File: src/rtl/ccip_rd_arb_if.sv
// Bundle of the thread-side request/response signals and the CCI-P C0
// Tx/Rx signals shared by ccip_rd_arb and its environment.
interface ccip_rd_arb_if #(
  parameter int NUM_REQ = 4,
  parameter int TAG_W   = 2,
  parameter int ADDR_W  = 42
);
  // Thread request side
  logic [NUM_REQ-1:0]            req_valid;
  logic [NUM_REQ*ADDR_W-1:0]     req_addr;
  logic [NUM_REQ*(16-TAG_W)-1:0] req_mdata;
  logic [NUM_REQ-1:0]            req_ready;
  // C0 Tx toward the shim
  logic                          c0tx_valid;
  logic [ADDR_W-1:0]             c0tx_addr;
  logic [15:0]                   c0tx_mdata;
  logic                          c0tx_almfull;
  // C0 Rx from the shim
  logic                          c0rx_rsp_valid;
  logic [15:0]                   c0rx_mdata;
  logic [511:0]                  c0rx_data;
  // Routed responses to the threads
  logic [NUM_REQ-1:0]            rsp_valid;
  logic [16-TAG_W-1:0]           rsp_mdata;
  logic [511:0]                  rsp_data;

  modport slave (
    input  req_valid, req_addr, req_mdata, c0tx_almfull,
           c0rx_rsp_valid, c0rx_mdata, c0rx_data,
    output req_ready, c0tx_valid, c0tx_addr, c0tx_mdata,
           rsp_valid, rsp_mdata, rsp_data
  );

  modport master (
    output req_valid, req_addr, req_mdata, c0tx_almfull,
           c0rx_rsp_valid, c0rx_mdata, c0rx_data,
    input  req_ready, c0tx_valid, c0tx_addr, c0tx_mdata,
           rsp_valid, rsp_mdata, rsp_data
  );
endinterface

File: src/rtl/ccip_rd_arb.sv
// Round-robin arbiter sharing the CCI-P C0 Tx read channel among NUM_REQ
// threads. Issued mdata carries the requester index in its top bits so the
// C0 Rx response can be routed back; per-thread credit counters cap the
// number of reads each thread may have outstanding.
module ccip_rd_arb #(
  parameter int NUM_REQ   = 4,
  parameter int TAG_W     = 2,
  parameter int MAX_OUTST = 32,
  parameter int ADDR_W    = 42
) (
  input  logic                 Clk_400,
  input  logic                 SoftReset_n,
  ccip_rd_arb_if.slave         bus,
  output logic [NUM_REQ*8-1:0] outst_cnt,
  output logic                 idle,
  output logic                 err_underflow
);

  localparam int         MDW     = 16 - TAG_W;
  localparam logic [7:0] MAX_CNT = 8'(MAX_OUTST);

  logic [TAG_W-1:0]  ptr_q, ptr_d;
  logic [7:0]        cnt_q [NUM_REQ];
  logic [7:0]        cnt_d [NUM_REQ];
  logic              c0tx_valid_q, c0tx_valid_d;
  logic [ADDR_W-1:0] c0tx_addr_q, c0tx_addr_d;
  logic [15:0]       c0tx_mdata_q, c0tx_mdata_d;
  logic [NUM_REQ-1:0] rsp_valid_q, rsp_valid_d;
  logic [MDW-1:0]    rsp_mdata_q, rsp_mdata_d;
  logic [511:0]      rsp_data_q, rsp_data_d;
  logic              err_underflow_q, err_underflow_d;

  logic [NUM_REQ-1:0] elig_s;
  logic [NUM_REQ-1:0] grant_s;
  logic               gnt_found_s;
  logic [TAG_W-1:0]   gnt_idx_s;
  logic [TAG_W-1:0]   rsp_tag_s;

  // Eligibility: credit left, shim not almost full, and not held in reset
  // (a grant during the reset cycle would be accepted by the thread but lost).
  always_comb begin
    elig_s = '0;
    for (int i = 0; i < NUM_REQ; i++) begin
      elig_s[i] = bus.req_valid[i] && (cnt_q[i] < MAX_CNT) &&
                  !bus.c0tx_almfull && SoftReset_n;
    end
  end

  // Round-robin search starting at ptr; first eligible thread wins.
  always_comb begin : arb
    logic [TAG_W-1:0] idx;
    idx         = '0;
    gnt_found_s = 1'b0;
    gnt_idx_s   = '0;
    grant_s     = '0;
    for (int k = 0; k < NUM_REQ; k++) begin
      idx = ptr_q + TAG_W'(k);
      if (!gnt_found_s && elig_s[idx]) begin
        gnt_found_s = 1'b1;
        gnt_idx_s   = idx;
      end else begin
        gnt_found_s = gnt_found_s;
      end
    end
    grant_s[gnt_idx_s] = gnt_found_s;
  end

  assign bus.req_ready = grant_s;
  assign rsp_tag_s     = bus.c0rx_mdata[15 -: TAG_W];

  // Next-state for pointer, issue register, response register and credits.
  always_comb begin
    ptr_d           = gnt_found_s ? (gnt_idx_s + TAG_W'(1)) : ptr_q;
    c0tx_valid_d    = gnt_found_s;
    c0tx_addr_d     = c0tx_addr_q;
    c0tx_mdata_d    = c0tx_mdata_q;
    rsp_mdata_d     = bus.c0rx_mdata[MDW-1:0];
    rsp_data_d      = bus.c0rx_data;
    rsp_valid_d     = '0;
    err_underflow_d = err_underflow_q;
    cnt_d           = cnt_q;
    for (int i = 0; i < NUM_REQ; i++) begin
      if (grant_s[i]) begin
        c0tx_addr_d  = bus.req_addr[i*ADDR_W +: ADDR_W];
        c0tx_mdata_d = {TAG_W'(i), bus.req_mdata[i*MDW +: MDW]};
      end else begin
        c0tx_addr_d  = c0tx_addr_d;
      end
      rsp_valid_d[i] = bus.c0rx_rsp_valid && (rsp_tag_s == TAG_W'(i));
      if (grant_s[i] && !rsp_valid_d[i]) begin
        cnt_d[i] = cnt_q[i] + 8'd1;
      end else if (!grant_s[i] && rsp_valid_d[i]) begin
        if (cnt_q[i] == 8'd0) begin
          cnt_d[i]        = 8'd0;
          err_underflow_d = 1'b1;
        end else begin
          cnt_d[i] = cnt_q[i] - 8'd1;
        end
      end else begin
        cnt_d[i] = cnt_q[i];
      end
    end
  end

  // State registers with synchronous active-low reset; responses in reset are dropped.
  always_ff @(posedge Clk_400) begin
    if (!SoftReset_n) begin
      ptr_q           <= '0;
      cnt_q           <= '{default: 8'd0};
      c0tx_valid_q    <= 1'b0;
      c0tx_addr_q     <= '0;
      c0tx_mdata_q    <= 16'd0;
      rsp_valid_q     <= '0;
      rsp_mdata_q     <= '0;
      rsp_data_q      <= 512'd0;
      err_underflow_q <= 1'b0;
    end else begin
      ptr_q           <= ptr_d;
      cnt_q           <= cnt_d;
      c0tx_valid_q    <= c0tx_valid_d;
      c0tx_addr_q     <= c0tx_addr_d;
      c0tx_mdata_q    <= c0tx_mdata_d;
      rsp_valid_q     <= rsp_valid_d;
      rsp_mdata_q     <= rsp_mdata_d;
      rsp_data_q      <= rsp_data_d;
      err_underflow_q <= err_underflow_d;
    end
  end

  // Flatten counters and derive idle from registered state only.
  always_comb begin
    outst_cnt = '0;
    idle      = !c0tx_valid_q;
    for (int i = 0; i < NUM_REQ; i++) begin
      outst_cnt[i*8 +: 8] = cnt_q[i];
      if (cnt_q[i] != 8'd0) begin
        idle = 1'b0;
      end else begin
        idle = idle;
      end
    end
  end

  assign bus.c0tx_valid = c0tx_valid_q;
  assign bus.c0tx_addr  = c0tx_addr_q;
  assign bus.c0tx_mdata = c0tx_mdata_q;
  assign bus.rsp_valid  = rsp_valid_q;
  assign bus.rsp_mdata  = rsp_mdata_q;
  assign bus.rsp_data   = rsp_data_q;
  assign err_underflow  = err_underflow_q;

endmodule

File: src/flat_wrapper.sv
// flat-port wrapper written by rule: the top's interface ports become plain ports
module ccip_rd_arb_flat 
#(
  parameter int NUM_REQ   = 4,
  parameter int TAG_W     = 2,
  parameter int MAX_OUTST = 32,
  parameter int ADDR_W    = 42
)
  (Clk_400, SoftReset_n, outst_cnt, idle, err_underflow, bus_req_valid, bus_req_addr, bus_req_mdata, bus_c0tx_almfull, bus_c0rx_rsp_valid, bus_c0rx_mdata, bus_c0rx_data, bus_req_ready, bus_c0tx_valid, bus_c0tx_addr, bus_c0tx_mdata, bus_rsp_valid, bus_rsp_mdata, bus_rsp_data);
  ccip_rd_arb_if #(.NUM_REQ(NUM_REQ), .TAG_W(TAG_W), .ADDR_W(ADDR_W)) bus_i ();
  input  logic Clk_400;
  input  logic SoftReset_n;
  output logic [NUM_REQ*8-1:0] outst_cnt;
  output logic idle;
  output logic err_underflow;
  input wire logic [$bits(bus_i.req_valid)-1:0] bus_req_valid;
  input wire logic [$bits(bus_i.req_addr)-1:0] bus_req_addr;
  input wire logic [$bits(bus_i.req_mdata)-1:0] bus_req_mdata;
  input wire logic [$bits(bus_i.c0tx_almfull)-1:0] bus_c0tx_almfull;
  input wire logic [$bits(bus_i.c0rx_rsp_valid)-1:0] bus_c0rx_rsp_valid;
  input wire logic [$bits(bus_i.c0rx_mdata)-1:0] bus_c0rx_mdata;
  input wire logic [$bits(bus_i.c0rx_data)-1:0] bus_c0rx_data;
  output wire logic [$bits(bus_i.req_ready)-1:0] bus_req_ready;
  output wire logic [$bits(bus_i.c0tx_valid)-1:0] bus_c0tx_valid;
  output wire logic [$bits(bus_i.c0tx_addr)-1:0] bus_c0tx_addr;
  output wire logic [$bits(bus_i.c0tx_mdata)-1:0] bus_c0tx_mdata;
  output wire logic [$bits(bus_i.rsp_valid)-1:0] bus_rsp_valid;
  output wire logic [$bits(bus_i.rsp_mdata)-1:0] bus_rsp_mdata;
  output wire logic [$bits(bus_i.rsp_data)-1:0] bus_rsp_data;
  assign bus_i.req_valid = bus_req_valid;
  assign bus_i.req_addr = bus_req_addr;
  assign bus_i.req_mdata = bus_req_mdata;
  assign bus_i.c0tx_almfull = bus_c0tx_almfull;
  assign bus_i.c0rx_rsp_valid = bus_c0rx_rsp_valid;
  assign bus_i.c0rx_mdata = bus_c0rx_mdata;
  assign bus_i.c0rx_data = bus_c0rx_data;
  assign bus_req_ready = bus_i.req_ready;
  assign bus_c0tx_valid = bus_i.c0tx_valid;
  assign bus_c0tx_addr = bus_i.c0tx_addr;
  assign bus_c0tx_mdata = bus_i.c0tx_mdata;
  assign bus_rsp_valid = bus_i.rsp_valid;
  assign bus_rsp_mdata = bus_i.rsp_mdata;
  assign bus_rsp_data = bus_i.rsp_data;
  ccip_rd_arb #(.NUM_REQ(NUM_REQ), .TAG_W(TAG_W), .MAX_OUTST(MAX_OUTST), .ADDR_W(ADDR_W)) u_core (.Clk_400(Clk_400), .SoftReset_n(SoftReset_n), .bus(bus_i), .outst_cnt(outst_cnt), .idle(idle), .err_underflow(err_underflow));
endmodule
File: config.mk
export PLATFORM = sky130hd
export DESIGN_NAME = ccip_rd_arb_flat
export DESIGN_NICKNAME = d
export VERILOG_FILES = /design/src/rtl/ccip_rd_arb_if.sv /design/src/rtl/ccip_rd_arb.sv /design/src/flat_wrapper.sv
export SDC_FILE = /design/constraint.sdc
export NUM_CORES = 1
export LEC_CHECK = 0
export ABC_AREA = 0
export CAP_MARGIN = 20
export CORE_AREA = 2 2 535 537
export DETAILED_ROUTE_END_ITERATION = 12
export DIE_AREA = 0 0 537 539
export GPL_ROUTABILITY_DRIVEN = 0
export GPL_TIMING_DRIVEN = 1
export RECOVER_POWER = 25
export SYNTH_ARGS = -nofsm -noshare
export SYNTH_HDL_FRONTEND = slang
export SYNTH_SLANG_ARGS = --single-unit
File: constraint.sdc
create_clock -name Clk_400 -period 9.4 [get_ports Clk_400]
set_clock_uncertainty 0.2 [all_clocks]
set_input_delay 2.35 -clock Clk_400 [delete_from_list [all_inputs] [get_ports Clk_400]]
set_output_delay 2.35 -clock Clk_400 [all_outputs]
set_load 0.05 [all_outputs]
== Word-level counts from Yosys, hierarchy flattened ==
Cells that the tools add are included.
Widths: inputs -> output; s select.
Word-level totals
  output and inout port bits: 627
  register bits after elaboration: 624
  logic and storage cells: 147
  input port bits: 760
Operators by class
  multiplexer cells: 54
  bitwise logic cells: 1
  $lt $le $gt $ge: 10
  add/subtract/negate cells: 12
  eq/ne operators: 3
  reductions and logical operators: 55
Operator list (number)
  $mux 42: 4
  $mux 8: 12
  $mux 16: 4
  $add 8x1->8 const B: 4
  $logic_not 8->1: 4
  $lt 8x6->1 const B: 4
  $reduce_bool 8->1: 4
  $sub 8x1->8 const B: 4
  $logic_and 1x1->1: 28
  $mux 1: 25
  $lt 2x3->1 const B: 5
  $logic_not 1->1: 13
  $bmux 1 s2: 4
  $mux 2: 4
  $reduce_bool 2->1: 4
  $add 2x1->2 const B: 2
  $add 2x2->2 const B: 2
  $and 4x4->4: 1
  $eq 2x2->1 const B: 2
  $reduce_bool 4->1: 1
  $demux 1 s2: 1
  $eq 2x1->1 const B: 1
  $ge 2x1->1 const B: 1
  $logic_not 2->1: 1

== Longest topological paths before layout ==
Gate-level depths: netlist of run 1.
  depth in word-level cells: 34
  gate-level depth with buffers: 18
  mapped depth without buffers: 11

== Worst setup path before layout of run 1 ==
No wires, ideal clock.
  path kind: in2out
  start point: in SoftReset_n
  end point: out bus_req_ready[1]
  setup slack: 2067 ps
  buffers on the path: 6
  required time: 6850 ps
  stages: 12
  data arrival time: 4783 ps
  cell sequence: clkbuf_1 nand3b_1 nor2_1 buf_2 buf_2 o21ai_0 o21ai_0 ha_1 clkbuf_1 buf_2 buf_2 and2_1
Between the ends
  longest elaborated chain between the ends: 18
  elaborated cells between the ends (all ways): 32
  classes of those cells: order compare (2); mux (18); bitwise (1); reduce/logical (11)
Ends and longest elaborated chain
  from (decl): RTL line flat_wrapper.sv:12  | input logic SoftReset_n;
  $logic_and 1x1->1: RTL line ccip_rd_arb.sv:45  | !bus.c0tx_almfull && SoftReset_n;
  $bmux 1 s2: RTL line ccip_rd_arb.sv:58  | if (!gnt_found_s && elig_s[idx]) begin
  $mux 1 (not written as such): RTL line ccip_rd_arb.sv:58
  $mux 1: RTL line ccip_rd_arb.sv:58
  $logic_not 1->1: RTL line ccip_rd_arb.sv:58
  $logic_and 1x1->1: RTL line ccip_rd_arb.sv:58
  $mux 1: RTL line ccip_rd_arb.sv:58
  $logic_not 1->1: RTL line ccip_rd_arb.sv:58
  (+2 left out)
  $logic_not 1->1: RTL line ccip_rd_arb.sv:58
  $logic_and 1x1->1: RTL line ccip_rd_arb.sv:58
  $mux 2: RTL line ccip_rd_arb.sv:58
  $lt 2x3->1 (not written as such) or $ge 2x1->1 (tied branches): RTL line ccip_rd_arb.sv:65  | grant_s[gnt_idx_s] = gnt_found_s;
  $logic_and 1x1->1 (not written as such): RTL line ccip_rd_arb.sv:65
  $mux 1 (not written as such): RTL line ccip_rd_arb.sv:65
  $demux 1 s2
  $and 4x4->4 (no source line) *
  to (decl): RTL line flat_wrapper.sv:23  | output wire logic [$bits(bus_i.req_ready)-1:0] bus_req_ready;
Mark *: on every way between the ends. The rest lies on a longest branch, timed or not. The select of a mux whose other input is x is not followed.

== Final worst setup path of run 1 ==
  start point: in bus_c0tx_almfull
  end point: out bus_req_ready[0]
Between the ends
  longest elaborated chain between the ends: 20
  elaborated cells between the ends (all ways): 37
  classes of those cells: order compare (2); mux (18); bitwise (1); reduce/logical (16)
Ends and longest elaborated chain
  from (decl): RTL line flat_wrapper.sv:19  | input wire logic [$bits(bus_i.c0tx_almfull)-1:0] bus_c0tx_almfull;
  $logic_not 1->1 *: RTL line ccip_rd_arb.sv:45
  $logic_and 1x1->1: RTL line ccip_rd_arb.sv:44  | elig_s[i] = bus.req_valid[i] && (cnt_q[i] < MAX_CNT) &&
  $logic_and 1x1->1: RTL line ccip_rd_arb.sv:45
  $bmux 1 s2: RTL line ccip_rd_arb.sv:58
  $mux 1 (not written as such): RTL line ccip_rd_arb.sv:58
  $mux 1: RTL line ccip_rd_arb.sv:58
  $logic_not 1->1: RTL line ccip_rd_arb.sv:58
  $logic_and 1x1->1: RTL line ccip_rd_arb.sv:58
  (+4 left out)
  $logic_not 1->1: RTL line ccip_rd_arb.sv:58
  $logic_and 1x1->1: RTL line ccip_rd_arb.sv:58
  $mux 2: RTL line ccip_rd_arb.sv:58
  $lt 2x3->1 (not written as such) or $ge 2x1->1 (tied branches): RTL line ccip_rd_arb.sv:65
  $logic_and 1x1->1 (not written as such): RTL line ccip_rd_arb.sv:65
  $mux 1 (not written as such): RTL line ccip_rd_arb.sv:65
  $demux 1 s2
  $and 4x4->4 (no source line) *
Marks and branches as above.

==> impl_metrics.xml, run 1 <==
<?xml version="1.0" encoding="UTF-8"?>
<metrics>
  <group name="setup_path">
    <metric name="crit_path_start_kind" unit="">input pin</metric>
    <metric name="cp-startpoint" unit="">bus_c0tx_almfull</metric>
    <metric name="cp.required" unit="ns">6.85</metric>
    <metric name="path_max_fanout" unit="">30</metric>
    <metric name="worst_path_most_repeated_cell" unit="">sky130_fd_sc_hd__clkdlybuf4s50_1</metric>
    <metric name="destination_of_the_critical_timing_path" unit="">bus_req_ready[0]</metric>
    <metric name="critPathCaptureType" unit="">output port</metric>
    <metric name="r2r_path_start" unit="">u_core.outst_cnt[13]</metric>
    <metric name="r2r.worst_path.cells" unit="">10</metric>
    <metric name="timing.setup.critical_path_class" unit="">in2out</metric>
    <metric name="timing.rr.end" unit="">u_core.outst_cnt[15]</metric>
    <metric name="ff2ff_setup_slack" unit="ns">3.93</metric>
    <metric name="worst_path_max_delay_cell" unit="">sky130_fd_sc_hd__or3_1</metric>
    <metric name="critical_path_arrival" unit="ns">6.23</metric>
    <metric name="crit_path_max_incr_delay" unit="ns">1.12</metric>
    <metric name="path_cells" unit="">clkdlybuf4s50_1, nand3b_1, nor2_4, or3_1, and2_1, clkdlybuf4s50_1</metric>
  </group>
  <group name="timing">
    <metric name="tns" unit="ns">0</metric>
    <metric name="max_clock_freq" unit="GHz">0.114</metric>
    <metric name="final.hold.worst_slack" unit="ns">0.254</metric>
    <metric name="finalCritPeriodShare" unit="">0.934</metric>
    <metric name="unrepaired_setup_endpoints_after_global_routing" unit="">false</metric>
    <metric name="hold_viol_final" unit="">0</metric>
    <metric name="timing.final.ws_setup" unit="ns">0.624</metric>
    <metric name="final-max-slew-violation-count" unit="">339</metric>
    <metric name="worstMarginPinSlew" unit="ns">4.09</metric>
    <metric name="layout_min_cycle_time" unit="ns">8.78</metric>
    <metric name="max_slew_margin" unit="">-1.73</metric>
    <metric name="final-setup-viol-count" unit="">0</metric>
  </group>
  <group name="grt">
    <metric name="gr-total-overflow" unit="">0</metric>
    <metric name="initial_antenna_violation_count" unit="">223</metric>
    <metric name="grt_start_max_net_pins" unit="">238</metric>
    <metric name="first_global_vias" unit="">21849</metric>
    <metric name="globalRouteTotalUtil" unit="">0.141</metric>
    <metric name="grt_pass1_wl" unit="µm">257000</metric>
  </group>
  <group name="clocking">
    <metric name="cts_inserted_buffers" unit="">92</metric>
    <metric name="numClockSinks" unit="">624</metric>
    <metric name="htree_levels" unit="">3</metric>
    <metric name="cts.clk_slew.worst_paths" unit="ns">0.05</metric>
    <metric name="cts_tree" unit="">built</metric>
    <metric name="cts_max_path_buffers" unit="">4</metric>
    <metric name="ctsHoldBuffers" unit="">0</metric>
    <metric name="cts_setup_buffers" unit="">0</metric>
    <metric name="worstSkewPairLatency" unit="ns">0.79</metric>
    <metric name="cts.root.buffer_cell" unit="">sky130_fd_sc_hd__clkbuf_16</metric>
    <metric name="ctsResizeCount" unit="">0</metric>
  </group>
  <group name="die">
    <metric name="floorplan.io_pins" unit="">1387</metric>
    <metric name="initial_utilization" unit="">0.0741</metric>
    <metric name="die_w" unit="µm">537</metric>
    <metric name="standard_cell_row_count" unit="">196</metric>
    <metric name="floorplan.die_area" unit="mm²">0.289</metric>
    <metric name="die-height" unit="µm">539</metric>
    <metric name="core_region_area" unit="mm²">0.284</metric>
  </group>
  <group name="layout">
    <metric name="area_growth" unit="%">102</metric>
    <metric name="area.sequential" unit="mm²">0.0125</metric>
    <metric name="fraction_of_final_layout_cells_sized_beyond_drive_strength_1" unit="">0.0552</metric>
    <metric name="nets" unit="">4118</metric>
    <metric name="final.fill_count" unit="">31719</metric>
    <metric name="finish.cell_count_without_fillers" unit="">7225</metric>
    <metric name="multi_input_comb_area" unit="mm²">0.00793</metric>
  </group>
  <group name="placed_design">
    <metric name="portBuffers" unit="">1386</metric>
    <metric name="dp.final_hpwl" unit="µm">187000</metric>
    <metric name="preCtsSetupSlack" unit="ns">1.17</metric>
    <metric name="placed_cells_incl_taps" unit="">7004</metric>
  </group>
  <group name="yosys">
    <metric name="synth_seq_cells" unit="">624</metric>
    <metric name="synthTopCellsByCount" unit="">sky130_fd_sc_hd__dfxtp_1 (624), sky130_fd_sc_hd__and2_1 (531), sky130_fd_sc_hd__mux2i_1 (147)</metric>
    <metric name="synth_cell_type_count" unit="">66</metric>
    <metric name="synthDominantCellAreaShare" unit="">0.593</metric>
    <metric name="synth_edf_count" unit="">0</metric>
    <metric name="synth_area_per_cell" unit="µm²">10.6</metric>
    <metric name="async_s_r_ff_share_synth" unit="">0</metric>
    <metric name="postSynthCellCount" unit="">1984</metric>
    <metric name="seq_area_frac_synth" unit="">0.593</metric>
    <metric name="yosys.area.top_type" unit="">sky130_fd_sc_hd__dfxtp_1</metric>
    <metric name="syn-cell-area" unit="mm²">0.0211</metric>
    <metric name="synth_top_flop_cell" unit="">sky130_fd_sc_hd__dfxtp_1</metric>
    <metric name="syn-num-nets" unit="">2765</metric>
    <metric name="yosysMostFrequentCell" unit="">sky130_fd_sc_hd__dfxtp_1</metric>
    <metric name="synthTopCellsByArea" unit="">sky130_fd_sc_hd__dfxtp_1 (59%), sky130_fd_sc_hd__and2_1 (16%), sky130_fd_sc_hd__mux2i_1 (7.0%)</metric>
    <metric name="synth_warnings" unit="">0</metric>
  </group>
  <group name="detailed_routing">
    <metric name="drtIter0Drc" unit="">1409</metric>
    <metric name="vias_per_cell" unit="">2.96</metric>
    <metric name="detail_route.first_pass.iterations" unit="">6</metric>
    <metric name="route.vias.total" unit="">21399</metric>
    <metric name="drc" unit="">0</metric>
    <metric name="ant_nets" unit="">0</metric>
    <metric name="route.final.wire_length" unit="µm">212000</metric>
    <metric name="wire_per_inst" unit="µm">29.4</metric>
  </group>
  <group name="pwr">
    <metric name="power" unit="mW">9.08</metric>
    <metric name="peakVddDrop" unit="mV">0.126</metric>
    <metric name="powerDensity" unit="mW/mm²">214</metric>
    <metric name="p_leak" unit="nW">14.9</metric>
  </group>
  <group name="worst_hold_path">
    <metric name="hp-class" unit="">reg2reg</metric>
  </group>
  <group name="status">
    <metric name="violations_in_the_final_reports" unit="">max-capacitance violations, max-slew violations</metric>
    <metric name="status" unit="">finished with violations</metric>
  </group>
  <group name="flow_run">
    <metric name="max-cap-violations" unit="">4</metric>
  </group>
</metrics>
-- per-layer routing --
metal  share of wire  track usage  routed length (µm)
met1            0.35        0.140               73500
met2            0.44        0.226               93900
met3            0.17        0.106               36100
met4           0.040       0.0454                8410
met5          0.0021            0                 445
-- final cells by class --
class                      instances  area share
antenna                           56     0.00329
clock buffer                     115      0.0592
clock inverter                    49      0.0171
inverter                          22     0.00194
multi-input combinational       1195       0.186
sequential                       624       0.294
tap                             3762       0.111
timing repair buffer            1402       0.328
-- registers in the layout, indices dropped and copies added (netlist names) --
signal / flops
u_core.bus.rsp_mdata: 14
u_core.err_underflow: 1
u_core.outst_cnt: 32
u_core.bus.c0tx_mdata: 16
u_core.bus.c0tx_addr: 42
u_core.bus.rsp_valid: 4
u_core.bus.rsp_data: 512
u_core.bus.c0tx_valid: 1
u_core.ptr_q: 2
-- worst max-delay path: cells and delay by family --
kind	cells	cell delay [ns]
buf+inv	2	1.38
simple gates	4	2.48
-- through the flow --
stage          cell area, µm²  utilization
6_report                42500        0.150
5_1_grt                 42500        0.150
4_1_cts                 42400        0.149
3_5_place_dp            39200        0.138
3_3_place_gp            39200        0.138
2_1_floorplan           21100            -
-- how the worst min path moves through the flow --
stage                                    startpoint                        end  depth (start not counted)
final                      u_core.bus.c0tx_addr[25]   u_core.bus.c0tx_addr[25]                          2
after global routing      u_core.bus.c0tx_mdata[13]  u_core.bus.c0tx_mdata[13]                          2
after CTS                 u_core.bus.c0tx_mdata[13]  u_core.bus.c0tx_mdata[13]                          2
after detailed placement   u_core.bus.c0tx_addr[19]   u_core.bus.c0tx_addr[19]                          2
after global placement     u_core.bus.c0tx_addr[37]   u_core.bus.c0tx_addr[37]                          2
after floorplan                     u_core.ptr_q[1]            u_core.ptr_q[1]                          2
-- cells in the final DEF (no fill, tap or decap), types with 6 or more instances in the layout --
master / synthesis / routed
sky130_fd_sc_hd__and2_1: 531 / 348
sky130_fd_sc_hd__nand3_1: 17 / 17
sky130_fd_sc_hd__and2_0: 0 / 183
sky130_fd_sc_hd__o41ai_1: 27 / 27
sky130_fd_sc_hd__nor3_1: 20 / 20
sky130_fd_sc_hd__a21oi_1: 60 / 60
sky130_fd_sc_hd__nand2b_1: 9 / 9
sky130_fd_sc_hd__nand2_1: 118 / 118
sky130_fd_sc_hd__bufinv_16: 0 / 13
sky130_fd_sc_hd__a211oi_1: 7 / 7
sky130_fd_sc_hd__clkbuf_1: 119 / 25
sky130_fd_sc_hd__inv_1: 22 / 22
sky130_fd_sc_hd__ha_1: 21 / 18
sky130_fd_sc_hd__diode_2: 0 / 56
sky130_fd_sc_hd__xnor2_1: 8 / 8
sky130_fd_sc_hd__dfxtp_1: 624 / 624
sky130_fd_sc_hd__o21a_1: 10 / 10
sky130_fd_sc_hd__a221oi_1: 7 / 7
sky130_fd_sc_hd__clkinv_4: 0 / 7
sky130_fd_sc_hd__dlygate4sd3_1: 0 / 9
sky130_fd_sc_hd__clkinv_2: 0 / 8
sky130_fd_sc_hd__o21ai_0: 74 / 74
sky130_fd_sc_hd__clkbuf_8: 0 / 11
sky130_fd_sc_hd__o22ai_1: 10 / 10
sky130_fd_sc_hd__mux2i_1: 147 / 147
sky130_fd_sc_hd__nor2_1: 18 / 17
sky130_fd_sc_hd__or3_1: 17 / 17
sky130_fd_sc_hd__buf_4: 2 / 12
sky130_fd_sc_hd__nor4_1: 15 / 14
sky130_fd_sc_hd__clkdlybuf4s50_1: 0 / 1363
sky130_fd_sc_hd__inv_6: 0 / 6
sky130_fd_sc_hd__clkinvlp_4: 0 / 9
sky130_fd_sc_hd__a31oi_1: 8 / 8
sky130_fd_sc_hd__clkbuf_16: 0 / 93
-- logic make-up (layout without fill, tap and decap cells) --
family / after synthesis / after routing / share of synthesized area
DFF: 624 / 624 / 0.593
and+or+nand+nor: 786 / 786 / 0.218
xor gates and xnor gates: 9 / 9 / 0.00374
other: 0 / 56 / 0
adders and majority gates: 21 / 21 / 0.0125
muxes: 148 / 148 / 0.0704
buffers and inverters: 165 / 1588 / 0.0326
AOI/OAI and AO/OA: 231 / 231 / 0.0695
-- power by group --
group / internal (mW) / switching [mW]
logic: 0.848 / 1.49
registers: 2.84 / 0.130
clock network: 2.28 / 1.49
No activity file was read; power rests on OpenSTA's default activity.
==> run 2: changes to the inputs <==
==> constraint.sdc (replaced) <==
create_clock -name Clk_400 -period 9.4 [get_ports Clk_400]
set_clock_uncertainty 0.2 [all_clocks]
set_input_delay 1.88 -clock Clk_400 [delete_from_list [all_inputs] [get_ports Clk_400]]
set_output_delay 1.88 -clock Clk_400 [all_outputs]
set_load 0.05 [all_outputs]
==> impl_metrics.xml, run 2 (same netlist as run 1, synthesis figures left out) <==
<?xml version="1.0" encoding="UTF-8"?>
<metrics>
  <group name="grt">
    <metric name="first_global_vias" unit="">22129</metric>
    <metric name="globalRouteTotalUtil" unit="">0.141</metric>
    <metric name="initial_antenna_violation_count" unit="">221</metric>
    <metric name="gr-total-overflow" unit="">0</metric>
    <metric name="grt_start_max_net_pins" unit="">238</metric>
    <metric name="grt_pass1_wl" unit="µm">259000</metric>
  </group>
  <group name="setup_path">
    <metric name="critical_path_arrival" unit="ns">5.52</metric>
    <metric name="cp-startpoint" unit="">bus_c0tx_almfull</metric>
    <metric name="destination_of_the_critical_timing_path" unit="">bus_req_ready[1]</metric>
    <metric name="timing.rr.end" unit="">u_core.outst_cnt[27]</metric>
    <metric name="ff2ff_setup_slack" unit="ns">4.58</metric>
    <metric name="r2r_path_start" unit="">u_core.outst_cnt[21]</metric>
    <metric name="critPathCaptureType" unit="">output port</metric>
    <metric name="timing.setup.critical_path_class" unit="">in2out</metric>
    <metric name="r2r.worst_path.cells" unit="">9</metric>
    <metric name="cp.required" unit="ns">7.32</metric>
    <metric name="crit_path_start_kind" unit="">input pin</metric>
    <metric name="path_max_fanout" unit="">30</metric>
  </group>
  <group name="pwr">
    <metric name="p_sw_frac" unit="">0.344</metric>
    <metric name="pwr-share-comb" unit="">0.260</metric>
    <metric name="share_seq_of_total_power" unit="">0.331</metric>
    <metric name="p_leak" unit="nW">14.8</metric>
    <metric name="powerDensity" unit="mW/mm²">212</metric>
    <metric name="peakVddDrop" unit="mV">0.126</metric>
    <metric name="power_switching" unit="mW">3.09</metric>
    <metric name="p_clk_frac" unit="">0.409</metric>
    <metric name="cell_internal_power" unit="mW">5.90</metric>
  </group>
  <group name="clocking">
    <metric name="worstSkewPairLatency" unit="ns">0.79</metric>
    <metric name="htree_levels" unit="">3</metric>
    <metric name="cts.root.buffer_cell" unit="">sky130_fd_sc_hd__clkbuf_16</metric>
    <metric name="numClockSinks" unit="">624</metric>
    <metric name="cts.clk_slew.worst_paths" unit="ns">0.06</metric>
    <metric name="cts_tree" unit="">built</metric>
    <metric name="ctsHoldBuffers" unit="">0</metric>
    <metric name="cts_inserted_buffers" unit="">92</metric>
    <metric name="cts_setup_buffers" unit="">0</metric>
    <metric name="cts_max_path_buffers" unit="">4</metric>
    <metric name="ctsResizeCount" unit="">0</metric>
  </group>
  <group name="die">
    <metric name="die_w" unit="µm">537</metric>
    <metric name="core_region_area" unit="mm²">0.284</metric>
    <metric name="standard_cell_row_count" unit="">196</metric>
    <metric name="floorplan.io_pins" unit="">1387</metric>
    <metric name="die-height" unit="µm">539</metric>
    <metric name="floorplan.die_area" unit="mm²">0.289</metric>
    <metric name="initial_utilization" unit="">0.0741</metric>
  </group>
  <group name="worst_hold_path">
    <metric name="hold_path.startpoint" unit="">u_core.bus.c0tx_mdata[8]</metric>
    <metric name="timing.hold.worst_path_depth" unit="">2</metric>
    <metric name="hp-class" unit="">reg2reg</metric>
  </group>
  <group name="timing">
    <metric name="tns" unit="ns">0</metric>
    <metric name="unrepaired_setup_endpoints_after_global_routing" unit="">false</metric>
    <metric name="final-max-slew-violation-count" unit="">314</metric>
    <metric name="max_slew_margin" unit="">-1.63</metric>
    <metric name="hold_viol_final" unit="">0</metric>
    <metric name="final-setup-viol-count" unit="">0</metric>
    <metric name="worstMarginPinSlew" unit="ns">3.94</metric>
    <metric name="finalCritPeriodShare" unit="">0.809</metric>
    <metric name="max_clock_freq" unit="GHz">0.132</metric>
    <metric name="layout_min_cycle_time" unit="ns">7.60</metric>
    <metric name="final.hold.worst_slack" unit="ns">0.259</metric>
  </group>
  <group name="flow_run">
    <metric name="max-cap-violations" unit="">5</metric>
  </group>
  <group name="detailed_routing">
    <metric name="drtIter0Drc" unit="">1354</metric>
    <metric name="route.vias.total" unit="">21465</metric>
    <metric name="ant_nets" unit="">0</metric>
    <metric name="vias_per_cell" unit="">2.97</metric>
    <metric name="drc" unit="">0</metric>
    <metric name="route.final.wire_length" unit="µm">213000</metric>
    <metric name="detail_route.first_pass.iterations" unit="">7</metric>
    <metric name="wire_per_inst" unit="µm">29.4</metric>
  </group>
  <group name="status">
    <metric name="status" unit="">finished with violations</metric>
    <metric name="violations_in_the_final_reports" unit="">max-capacitance violations, max-slew violations</metric>
  </group>
  <group name="layout">
    <metric name="nets" unit="">4121</metric>
    <metric name="final_common_cell" unit="">sky130_fd_sc_hd__clkdlybuf4s50_1</metric>
    <metric name="fraction_of_final_layout_cells_sized_beyond_drive_strength_1" unit="">0.0537</metric>
    <metric name="max_reg_flops" unit="">512</metric>
    <metric name="finish.cell_count_without_fillers" unit="">7227</metric>
    <metric name="mostFrequentLayoutCells" unit="">sky130_fd_sc_hd__clkdlybuf4s50_1 (1364), sky130_fd_sc_hd__dfxtp_1 (624), sky130_fd_sc_hd__and2_1 (346)</metric>
    <metric name="area_growth" unit="%">102</metric>
  </group>
  <group name="placed_design">
    <metric name="dp.final_hpwl" unit="µm">187000</metric>
    <metric name="portBuffers" unit="">1386</metric>
    <metric name="placed_cells_incl_taps" unit="">7006</metric>
  </group>
</metrics>
run 2: changes by cell type in the layout (fill, tap and decap cells not counted), moves of 2 or more:
| cell | change |
|---|---|
| sky130_fd_sc_hd__clkbuf_8 | +4 |
| sky130_fd_sc_hd__clkinv_2 | -2 |
| sky130_fd_sc_hd__clkinv_4 | -2 |
| sky130_fd_sc_hd__o21ai_1 | +3 |
| sky130_fd_sc_hd__bufinv_16 | -3 |
| sky130_fd_sc_hd__clkinv_8 | +2 |
| sky130_fd_sc_hd__inv_6 | -3 |
| sky130_fd_sc_hd__and2_0 | +2 |
| sky130_fd_sc_hd__and2_1 | -2 |
| sky130_fd_sc_hd__dlygate4sd3_1 | +3 |
| sky130_fd_sc_hd__diode_2 | +3 |
| sky130_fd_sc_hd__o21ai_0 | -3 |
| sky130_fd_sc_hd__clkbuf_1 | +2 |
run 2: per-stage QoR:
| step | power [mW] | setup WS [ns] | util | instance area [µm²] |
|---|---|---|---|---|
| 2_1_floorplan | 4.20 | 3.01 | - | 21100 |
| 3_3_place_gp | 5.37 | 1.91 | 0.138 | 39200 |
| 3_5_place_dp | 5.40 | 1.88 | 0.138 | 39200 |
| 4_1_cts | 9.19 | 1.86 | 0.149 | 42300 |
| 5_1_grt | 9.38 | 1.15 | 0.149 | 42400 |
| 6_report | 8.99 | 1.80 | 0.150 | 42500 |
run 2: routing by layer:
layer	vias up	global-route usage	share of wire
met3	531	0.108	0.18
li1	9362	-	-
met2	1585	0.224	0.44
met4	64	0.0503	0.045
met5	-	0	0.0020
met1	9923	0.139	0.34
run 2: power groups by stage:
stage / clock network [mW] / registers [mW] / logic [mW]
final: 3.67 / 2.98 / 2.34
after global routing: 3.91 / 3.00 / 2.47
after CTS: 3.84 / 2.97 / 2.38
after detailed placement: 0 / 3.03 / 2.37
after global placement: 0 / 3.02 / 2.34
after floorplan: 0 / 3.65 / 0.545
run 2: how the worst min path moves through the flow:
| stage | to | slack [ns] |
|---|---|---|
| final | u_core.bus.c0tx_mdata[8] | 0.26 |
| after global routing | u_core.bus.c0tx_addr[25] | 0.28 |
| after CTS | u_core.bus.c0tx_mdata[3] | 0.26 |
| after detailed placement | u_core.bus.c0tx_mdata[3] | 0.25 |
| after global placement | u_core.bus.c0tx_addr[37] | 0.24 |
| after floorplan | u_core.ptr_q[1] | 0.28 |
run 2: worst max-delay path, cell delays in order:
cell,delay [ns]
sky130_fd_sc_hd__clkdlybuf4s50_1,0.52
sky130_fd_sc_hd__nand3b_1,0.30
sky130_fd_sc_hd__nor2_4,0.70
sky130_fd_sc_hd__o21ai_0,0.30
sky130_fd_sc_hd__o21ai_0,0.26
sky130_fd_sc_hd__ha_4,0.44
sky130_fd_sc_hd__and2_1,0.26
sky130_fd_sc_hd__clkdlybuf4s50_1,0.83
run 2: cell type report:
type	instances	area, µm²
Tap cell	3762	4710
Multi-Input combinational cell	1195	7930
Clock buffer	121	2560
Sequential cell	624	12500
Antenna cell	59	148
Clock inverter	39	573
Fill cell	31736	242000
Timing Repair Buffer	1405	14000
Inverter	22	82.6
==> variant: new RTL, config.mk and constraints of run 2 <==
`NUM_REQ` is set to 4 in 3 places; all go to 8.
--- a/src/rtl/ccip_rd_arb_if.sv
+++ b/src/rtl/ccip_rd_arb_if.sv
@@ -1,7 +1,7 @@
 // Bundle of the thread-side request/response signals and the CCI-P C0
 // Tx/Rx signals shared by ccip_rd_arb and its environment.
 interface ccip_rd_arb_if #(
-  parameter int NUM_REQ = 4,
+  parameter int NUM_REQ = 8,
   parameter int TAG_W   = 2,
   parameter int ADDR_W  = 42
 );
--- a/src/rtl/ccip_rd_arb.sv
+++ b/src/rtl/ccip_rd_arb.sv
@@ -3,7 +3,7 @@
 // C0 Rx response can be routed back; per-thread credit counters cap the
 // number of reads each thread may have outstanding.
 module ccip_rd_arb #(
-  parameter int NUM_REQ   = 4,
+  parameter int NUM_REQ   = 8,
   parameter int TAG_W     = 2,
   parameter int MAX_OUTST = 32,
   parameter int ADDR_W    = 42
--- a/src/flat_wrapper.sv
+++ b/src/flat_wrapper.sv
@@ -1,7 +1,7 @@
 // flat-port wrapper written by rule: the top's interface ports become plain ports
 module ccip_rd_arb_flat 
 #(
-  parameter int NUM_REQ   = 4,
+  parameter int NUM_REQ   = 8,
   parameter int TAG_W     = 2,
   parameter int MAX_OUTST = 32,
   parameter int ADDR_W    = 42
Ports: changed (6 resized); port bits go from 1387 to 1655. The function was not compared with the original's and may differ.
==> variant against run 2 <==
  * Synthesized area grew 5.0%
  * Sequential cell count rose by 32
  * Final area is 3.7% higher
  * Synthesized cell count up 8.0%
  * Setup slack got worse by 0.064 ns
  * Routed wire length fell by 4.8%
  * Combinational power increased by 22%
  * The flow still finishes with violations (capacitance limit, slew limit)
  * Total power up 10%
  * Die area did not move
  * Worst hold slack improved by 0.010 ns
==> variant: results (changes against run 2) <==
stage,metric,value,unit,change
status,status,finished with violations,,
status,failing checks,"capacitance limit, slew limit",,
sta,slew margin rel.,-2.71,,-1.08
clock_network,CTS buffer count,96,,+4.3%
worst_setup_path,"Max FO, Critical Path",44,,+47%
run,MaxCap Viol Count,2,,-3
layout,layout cells sized above 1,0.0598,,+0.00606
hold_path,Hold Path Sink,u_core.bus.c0tx_mdata[7]$_SDFFE_PN0P_,,
global_route,initial antenna violation count,203,,-8.1%
place,dpl hpwl,176000,um,-6.1%
layout,NumNets Final,4555,,+11%
route,met3 WL,33900,um,-10%
pwr,maximum VDD drop,0.195,mV,+54%
global_route,first-pass GRT wire length,248000,um,-4.1%
place,Placed Instance Area,40600,sq um,+3.6%
sta,Final min period,7.67,ns,+0.0643 ns
route,post-DR wirelength/cell,27.3,um,-7.2%
yosys,Synth area leaders,"dfxtp_1 59%, and2_1 15%, mux2i_1 4.2%",,
route,met2 wire length,86000,um,-7.6%
hold_path,min-delay src,u_core.bus.c0tx_mdata[7]$_SDFFE_PN0P_,,
sta,"Slew Viols, Final",241,,-23%
route,total wire length,203000,um,-4.8%
yosys,Commonest cells post-synth,"656 x dfxtp_1, 531 x and2_1, 113 x nand2_1",,
pwr,P_leak,0.0157,uW,+6.2%
pwr,Sw Ratio,0.354,,+0.00985
place,setup slack at placement,1.76,ns,-0.120 ns
global_route,largest net degree at the start of global routing,190,,-20%
place,Port Buffer Count,1422,,+2.6%
sta,hold_ws,0.269,ns,+0.0102 ns
worst_setup_path,crit path DAT,5.59,ns,+0.07 ns
pwr,combinational power,2850,uW,+22%
global_route,met1 Use GR,0.139,,-0.000491
place,# placed instances,7206,,+2.9%
yosys,post-synth cell types,68,,+3.0%
worst_setup_path,RR Startpoint,u_core.outst_cnt[13]$_SDFFE_PN0P_,,
yosys,Cells after Synth,2142,,+8.0%
pwr,Clock Power,3890,uW,+6.0%
worst_setup_path,r2r setup slk,4.26,ns,-0.32 ns
worst_setup_path,Reg-to-Reg End,u_core.outst_cnt[30]$_SDFFE_PN0P_,,
clock_network,Worst-Skew Late Latency,0.77,ns,-0.02 ns
global_route,met2 GRT Util,0.207,,-0.0164
worst_setup_path,Setup crit end,bus_req_ready[3],,
global_route,met3 usage,0.0976,,-0.0108
route,routed vias,22460,,+4.6%
global_route,vias in the first global route,22939,,+3.7%
variant: kinds of logic (layout without fill, tap and decap cells):
kind of cell / after synthesis / count (layout) / synth area share
AO/OA/AOI/OAI: 258 / 258 / 0.0740
XOR/XNOR: 23 / 23 / 0.00911
adder cells (fa/ha/maj): 25 / 25 / 0.0141
buffers and inverters: 173 / 1641 / 0.0332
flip-flops: 656 / 656 / 0.594
multiplexers: 97 / 97 / 0.0441
other: 1 / 47 / 0.000170
AND/OR/NAND/NOR: 909 / 909 / 0.231
variant: cell type report:
type                       count  area (sq um)
timing repair buffer        1438         14300
multi-input combinational   1316          8320
sequential                   656         13100
fill                       31618        240000
clock inverter                51           687
antenna                       43           108
tap                         3762          4710
inverter                      34           128
clock buffer                 118          2620
variant: critical path, stage by stage:
cell and delay, ns:
clkdlybuf4s50_1 0.46, nor2b_4 0.25, and3_1 0.34, o221ai_1 0.19, a22o_1 0.26, nor2_1 0.33
ha_4 0.60, nand2_1 0.16, inv_1 0.13, clkdlybuf4s50_1 0.97
